`src/rtl/rtc_pkg.sv`:
```
// Shared definitions for the RTC block: register map, register indices, CTRL bits
// and a byte-lane merge helper.
package rtc_pkg;

    localparam logic [4:0] MtimeLoOffset    = 5'h00;
    localparam logic [4:0] MtimeHiOffset    = 5'h04;
    localparam logic [4:0] MtimecmpLoOffset = 5'h08;
    localparam logic [4:0] MtimecmpHiOffset = 5'h0C;
    localparam logic [4:0] CtrlOffset       = 5'h10;
    localparam logic [4:0] PrescOffset      = 5'h14;

    typedef enum logic [2:0] {
        RegMtimeLo    = 3'd0,
        RegMtimeHi    = 3'd1,
        RegMtimecmpLo = 3'd2,
        RegMtimecmpHi = 3'd3,
        RegCtrl       = 3'd4,
        RegPresc      = 3'd5
    } rtc_reg_e;

    localparam int unsigned CtrlCntEnBit = 0;
    localparam int unsigned CtrlIrqEnBit = 1;

    function automatic logic [31:0] merge_bytes(input logic [31:0] old_val,
                                                input logic [31:0] wdata,
                                                input logic [3:0]  be);
        logic [31:0] res;
        for (int i = 0; i < 4; i++) begin
            res[8*i +: 8] = be[i] ? wdata[8*i +: 8] : old_val[8*i +: 8];
        end
        return res;
    endfunction

endpackage

```
`src/rtl/rtc_prescaler.sv`:
```
// Tick divider for the RTC: emits one tick every (presc + 1) enabled cycles.
// Only instantiated when RTC_PRESCALER_EN is defined.
module rtc_prescaler (
    input  logic        clk,
    input  logic        reset_n,
    input  logic        en,
    input  logic [15:0] presc,
    input  logic        clear,
    output logic        tick
);

    logic [15:0] cnt_q, cnt_d;

    always_comb begin
        tick  = en && (cnt_q == presc);
        cnt_d = cnt_q;
        if (clear) begin
            cnt_d = '0;
        end else if (tick) begin
            cnt_d = '0;
        end else if (en) begin
            cnt_d = cnt_q + 16'd1;
        end
    end

    always_ff @(posedge clk or negedge reset_n) begin
        if (!reset_n) begin
            cnt_q <= '0;
        end else begin
            cnt_q <= cnt_d;
        end
    end

endmodule

```
`src/rtl/rtc.sv`:
```
// Memory-mapped 64-bit machine timer with compare interrupt.
// Optional tick prescaler is built only when RTC_PRESCALER_EN is defined.
module rtc
    import rtc_pkg::*;
(
    input  logic        clk,
    input  logic        reset_n,
    input  logic        en_i,
    input  logic [3:0]  we_i,
    input  logic [4:0]  addr_i,
    input  logic [31:0] data_i,
    output logic [31:0] data_o,
    output logic        mti_o
);

    logic [63:0] mtime_q, mtime_d;
    logic [63:0] mtimecmp_q, mtimecmp_d;
    logic [1:0]  ctrl_q, ctrl_d;
    logic [31:0] rdata_q, rdata_d;
    logic        mti_q, mti_d;

    logic [31:0] reg_rdata;
    logic [4:0]  word_addr;
    rtc_reg_e    reg_sel;
    logic        reg_hit;
    logic        wr, rd;
    logic        cnt_en, irq_en, tick;
    logic        unused_addr;

    assign word_addr   = {addr_i[4:2], 2'b00};
    assign unused_addr = ^addr_i[1:0];
    assign wr          = en_i && (we_i != 4'b0000);
    assign rd          = en_i && (we_i == 4'b0000);
    assign cnt_en      = ctrl_q[CtrlCntEnBit];
    assign irq_en      = ctrl_q[CtrlIrqEnBit];

    always_comb begin
        reg_sel = RegMtimeLo;
        reg_hit = 1'b1;
        case (word_addr)
            MtimeLoOffset:    reg_sel = RegMtimeLo;
            MtimeHiOffset:    reg_sel = RegMtimeHi;
            MtimecmpLoOffset: reg_sel = RegMtimecmpLo;
            MtimecmpHiOffset: reg_sel = RegMtimecmpHi;
            CtrlOffset:       reg_sel = RegCtrl;
            PrescOffset:      reg_sel = RegPresc;
            default:          reg_hit = 1'b0;
        endcase
    end

`ifdef RTC_PRESCALER_EN
    logic [15:0] presc_q, presc_d;
    logic        presc_wr;

    assign presc_wr = wr && reg_hit && (reg_sel == RegPresc);

    always_comb begin
        presc_d = presc_q;
        if (presc_wr) begin
            if (we_i[0]) presc_d[7:0]  = data_i[7:0];
            if (we_i[1]) presc_d[15:8] = data_i[15:8];
        end
    end

    always_ff @(posedge clk or negedge reset_n) begin
        if (!reset_n) begin
            presc_q <= '0;
        end else begin
            presc_q <= presc_d;
        end
    end

    rtc_prescaler u_prescaler (
        .clk     (clk),
        .reset_n (reset_n),
        .en      (cnt_en),
        .presc   (presc_q),
        .clear   (presc_wr),
        .tick    (tick)
    );
`else
    assign tick = cnt_en;
`endif

    // A write to either mtime half replaces the increment; the other half is left as-is.
    always_comb begin
        mtime_d    = tick ? (mtime_q + 64'd1) : mtime_q;
        mtimecmp_d = mtimecmp_q;
        ctrl_d     = ctrl_q;
        if (wr && reg_hit) begin
            case (reg_sel)
                RegMtimeLo:
                    mtime_d = {mtime_q[63:32], merge_bytes(mtime_q[31:0], data_i, we_i)};
                RegMtimeHi:
                    mtime_d = {merge_bytes(mtime_q[63:32], data_i, we_i), mtime_q[31:0]};
                RegMtimecmpLo:
                    mtimecmp_d = {mtimecmp_q[63:32],
                                  merge_bytes(mtimecmp_q[31:0], data_i, we_i)};
                RegMtimecmpHi:
                    mtimecmp_d = {merge_bytes(mtimecmp_q[63:32], data_i, we_i),
                                  mtimecmp_q[31:0]};
                RegCtrl: begin
                    if (we_i[0]) ctrl_d = data_i[1:0];
                end
                default: ;
            endcase
        end
    end

    always_comb begin
        reg_rdata = '0;
        if (reg_hit) begin
            case (reg_sel)
                RegMtimeLo:    reg_rdata = mtime_q[31:0];
                RegMtimeHi:    reg_rdata = mtime_q[63:32];
                RegMtimecmpLo: reg_rdata = mtimecmp_q[31:0];
                RegMtimecmpHi: reg_rdata = mtimecmp_q[63:32];
                RegCtrl:       reg_rdata = {30'b0, ctrl_q};
`ifdef RTC_PRESCALER_EN
                RegPresc:      reg_rdata = {16'b0, presc_q};
`else
                RegPresc:      reg_rdata = '0;
`endif
                default:       reg_rdata = '0;
            endcase
        end
        rdata_d = rd ? reg_rdata : '0;
        mti_d   = irq_en && (mtime_q >= mtimecmp_q);
    end

    always_ff @(posedge clk or negedge reset_n) begin
        if (!reset_n) begin
            mtime_q    <= '0;
            mtimecmp_q <= '1;
            ctrl_q     <= '0;
            rdata_q    <= '0;
            mti_q      <= 1'b0;
        end else begin
            mtime_q    <= mtime_d;
            mtimecmp_q <= mtimecmp_d;
            ctrl_q     <= ctrl_d;
            rdata_q    <= rdata_d;
            mti_q      <= mti_d;
        end
    end

    assign data_o = rdata_q;
    assign mti_o  = mti_q;

endmodule

```
`config.mk`:
```
export PLATFORM = sky130hd
export DESIGN_NAME = rtc
export DESIGN_NICKNAME = d
export VERILOG_FILES = /design/src/rtl/rtc_pkg.sv /design/src/rtl/rtc_prescaler.sv /design/src/rtl/rtc.sv
export SDC_FILE = /design/constraint.sdc
export NUM_CORES = 1
export LEC_CHECK = 0
export BUFFER_PORTS_ARGS = -buffer_cell sky130_fd_sc_hd__buf_2
export CORE_ASPECT_RATIO = 1.4
export CORE_MARGIN = 2
export CORE_UTILIZATION = 24
export DETAILED_ROUTE_END_ITERATION = 8
export GPL_TIMING_DRIVEN = 1
export PLACE_DENSITY = 0.38
export SYNTH_ARGS = -nofsm -noshare
export SYNTH_HDL_FRONTEND = slang
export SYNTH_HIERARCHICAL = 1
export SYNTH_SLANG_ARGS = --single-unit
```
`constraint.sdc`:
```
create_clock -name clk -period 2.6 [get_ports clk]
set_input_delay 0.39 -clock clk [delete_from_list [all_inputs] [get_ports clk]]
set_output_delay 0.39 -clock clk [all_outputs]
set_load 0.05 [all_outputs]
```
==> impl_metrics.yaml <==
outcome:
  status: "complete, no violations"
finish:
  antenna_cells: 0
  seq_area_mm2: 0.004159
  area_delta_synth_final_pct: 23.05
  multi_input_area_mm2: 0.005826
  nFillCells: 4649
  final_nets: 1457
  finalInstanceArea_mm2: 0.01289
  drive_gt1_share_pct: 27.41
floorplanning:
  dieHeight_um: 251.2
  coreArea_mm2: 0.04313
  pin_count: 77
  num_rows: 90
  start_util_pct: 24.29
  die-area_mm2: 0.04537
  die_w_um: 180.6
yosys:
  synth_seq_cells: 163
  synth-simple-area-share_pct: 21.29
  netlist_instances: 1194
  synthFlopType: "dfrtp_1"
  yosysTopAreaCellShare_pct: 23.64
  synth_edf_count: 0
  syn_area_per_cell_um2: 8.775
  synth_compound_area_share_pct: 18.77
  synth_top_family_by_area: "simple AND/OR/NAND/NOR gates"
  synth-async-reset-ratio_pct: 100.0
  synth_area_mm2: 0.01048
  synthXorXnorAreaFrac_pct: 0.4180
  synth_top_cell_by_area: "dfrtp_1"
  synth_nets: 1303
  seq_area_frac_synth_pct: 39.69
  yosysWarningCount: 6
  yosys.area_share.adder_pct: 7.762
  muxShareOfSynthArea_pct: 7.034
  synthDistinctLibCells: 67
  synthTopCellsByArea: "dfrtp_1, dfstp_2, ha_1, mux2_2, nand2_1"
setup_path:
  worst_ep_arrival_time_ps: 2850
  cp-startpoint: "mtime_q[27]"
  r2r-start: "mtime_q[27]"
  timing.rr.end: "mtime_q[46]"
  critPathCapture: "mtime_q[46]"
  start_kind: "register"
  r2r_cells: 8
  end_kind: "register"
  worstSetupPathType: "register to register"
  cp_max_fo: 7
  worstPathRequired_ps: 2960
  r2r_slack_ps: 110
power:
  p_total_mw: 9.524
  power-per-cell-area_mw_per_mm2: 738.7
  p_leak_nw: 5.550
  ir_worst_vdd_mv: 0.4754
routing:
  drtIter0Drc: 641
  firstDrtPassIters: 5
  post_drt_wl_per_cell_um: 22.22
  route.detailed.drc: 0
  vias_per_cell: 5.112
  routed_wl_mm: 42.51
  dr_total_vias: 9779
  antenna_left: 0
sta:
  max_freq_mhz: 401.8
  relSlewSlack_pct: 38.22
  setup_slack_ps: 111.4
  hold_violations: 0
  post-route-period-util_pct: 95.71
  worstMarginPinSlew_ps: 924.3
  hold_ws_ps: 188.7
  setup_viol: 0
  setup_tns_ps: 0
  period_minus_slack_ps: 2489
  finClkSkew_ps: 16.11
  rsz0062_at_grt: "no"
  slew_viol_final: 0
clock_network:
  cts.clk_slew.worst_paths_ps: 70
  cts_tree: "yes"
  clk_path_buf_depth: 2
  insertion_delay_ps: 460
  cts_made_buffers: 17
  clock-sinks: 163
  cts_max_level: 4
  cts-root-buf: "clkbuf_16"
  post-cts-setup-buffers: 0
global_route:
  grt_usage_pct: 18.90
  grt_pass1_vias: 9869
  grt_max_degree: 62
  overflow: 0
  grt_pass1_wl_mm: 64.00
  antenna_found_initial: 1
place:
  placed_cell_area_mm2: 0.01225
  dp_slack_ps: -123.5
  place.detailed.hpwl_mm: 32.54
  gp_congestion: 0.9012
  numPortBuffers: 74
flow_run:
  maxCapViolations: 0
worst_hold_path:
  holdCritPathClass: "primary input to register"
metrics by stage:
| stage | instances | util, % |
|---|---|---|
| after floorplan | 1194 | - |
| after global placement | 1880 | 28.41 |
| after detailed placement | 1880 | 28.41 |
| after CTS | 1913 | 29.85 |
| after global routing | 1913 | 29.89 |
| final | 1913 | 29.89 |
metal layers:
layer,track usage [%],routed length (um)
met3,2.376,1164
met2,35.93,23190
met1,21.46,16970
met4,6.682,1173
met5,0,11
report_power, final:
group	total, mW	internal, mW	switching, mW
registers	3.72	3.18	0.532
logic	3.12	1.31	1.81
clock network	2.69	1.53	1.16
cell usage in the layout, fill, tap and decap left out, types with 6 or more instances in the layout:
master     count
nand2_1      128
nor2_1       125
buf_4        109
dfrtp_1       99
a21oi_1       95
o21ai_0       88
inv_1         76
buf_2         73
ha_1          65
dfstp_2       64
mux2_2        61
nand3_1       46
a22oi_1       39
nand4_1       26
nor3_1        18
a31oi_1       17
and3_1        17
clkbuf_16     17
a211oi_1      13
and4_1        13
nor4_1        12
a21o_1         7
o211ai_1       7
buf_12         6
cell families after synthesis:
group	Yosys count
flip-flops	163
AO/OA/AOI/OAI	319
AND/OR/NAND/NOR	444
buffers and inverters	132
multiplexers	66
adder cells (fa/ha/maj)	65
XOR/XNOR	5
timing repair:
action,CTS,global route
gates resized for setup,1,5
pin swaps,0,0
endpoints found under the setup margin,1,5
endpoints found under the hold margin,25,0
hold buffers,1,0
worst min path at each step:
| stage | from | end | slack [ps] | cells after the start |
|---|---|---|---|---|
| after global routing | data_i[7] | mtimecmp_q[7] | 180 | 3 |
| after detailed placement | reset_n | data_o[11] | 370 | 1 |
| after floorplan | reset_n | ctrl_q[0] | 90 | 0 |
| after CTS | data_i[8] | mtimecmp_q[8] | 170 | 3 |
| final | data_i[7] | mtimecmp_q[7] | 190 | 3 |
| after global placement | reset_n | data_o[11] | 370 | 1 |
area by class of cell:
type | count | share of cell area (%)
Tap cell | 552 | 5.357
Clock inverter | 13 | 1.242
Multi-Input combinational cell | 899 | 45.19
Clock buffer | 19 | 3.436
Sequential cell | 163 | 32.26
Timing Repair Buffer | 190 | 10.28
Inverter | 77 | 2.242
cell usage after synthesis, drive strengths merged (3+ instances only):
| library cell | number |
|---|---|
| o211ai | 7 |
| nand4 | 29 |
| nand3b | 4 |
| inv | 76 |
| ha | 65 |
| nand2b | 5 |
| o22ai | 4 |
| a221o | 5 |
| nor3b | 5 |
| nand2 | 129 |
| nor2b | 5 |
| mux2 | 61 |
| a21oi | 95 |
| nand3 | 48 |
| nor4 | 16 |
| and2 | 5 |
| a22oi | 39 |
| o21ai | 91 |
| dfrtp | 99 |
| xnor2 | 3 |
| or4 | 3 |
| o32ai | 4 |
| nor2 | 129 |
| and3 | 17 |
| mux2i | 5 |
| nor3 | 24 |
| dfstp | 64 |
| o21a | 4 |
| and4 | 13 |
| a31oi | 17 |
| or3 | 5 |
| a22o | 3 |
| o31ai | 4 |
| clkbuf | 28 |
| nor4b | 4 |
| a21o | 7 |
| a211oi | 13 |
| a311oi | 4 |
| o311ai | 5 |
| buf | 27 |
| o221a | 4 |
worst max-delay path: stages, from the launching register on:
cell and delay [ps]:
dfrtp_1 530, and4_1 320, nand3_1 90, buf_4 190, nor4_1 540, buf_4 210
nor4bb_1 290, a21oi_1 70, o21ai_1 170
sequential cells by signal, summed over array words and instances, names as in the netlist:
| name | count |
|---|---|
| data_o | 32 |
| mti_o | 1 |
| ctrl_q | 2 |
| mtimecmp_q | 64 |
| mtime_q | 64 |
Power figures use the tool's default switching activity.
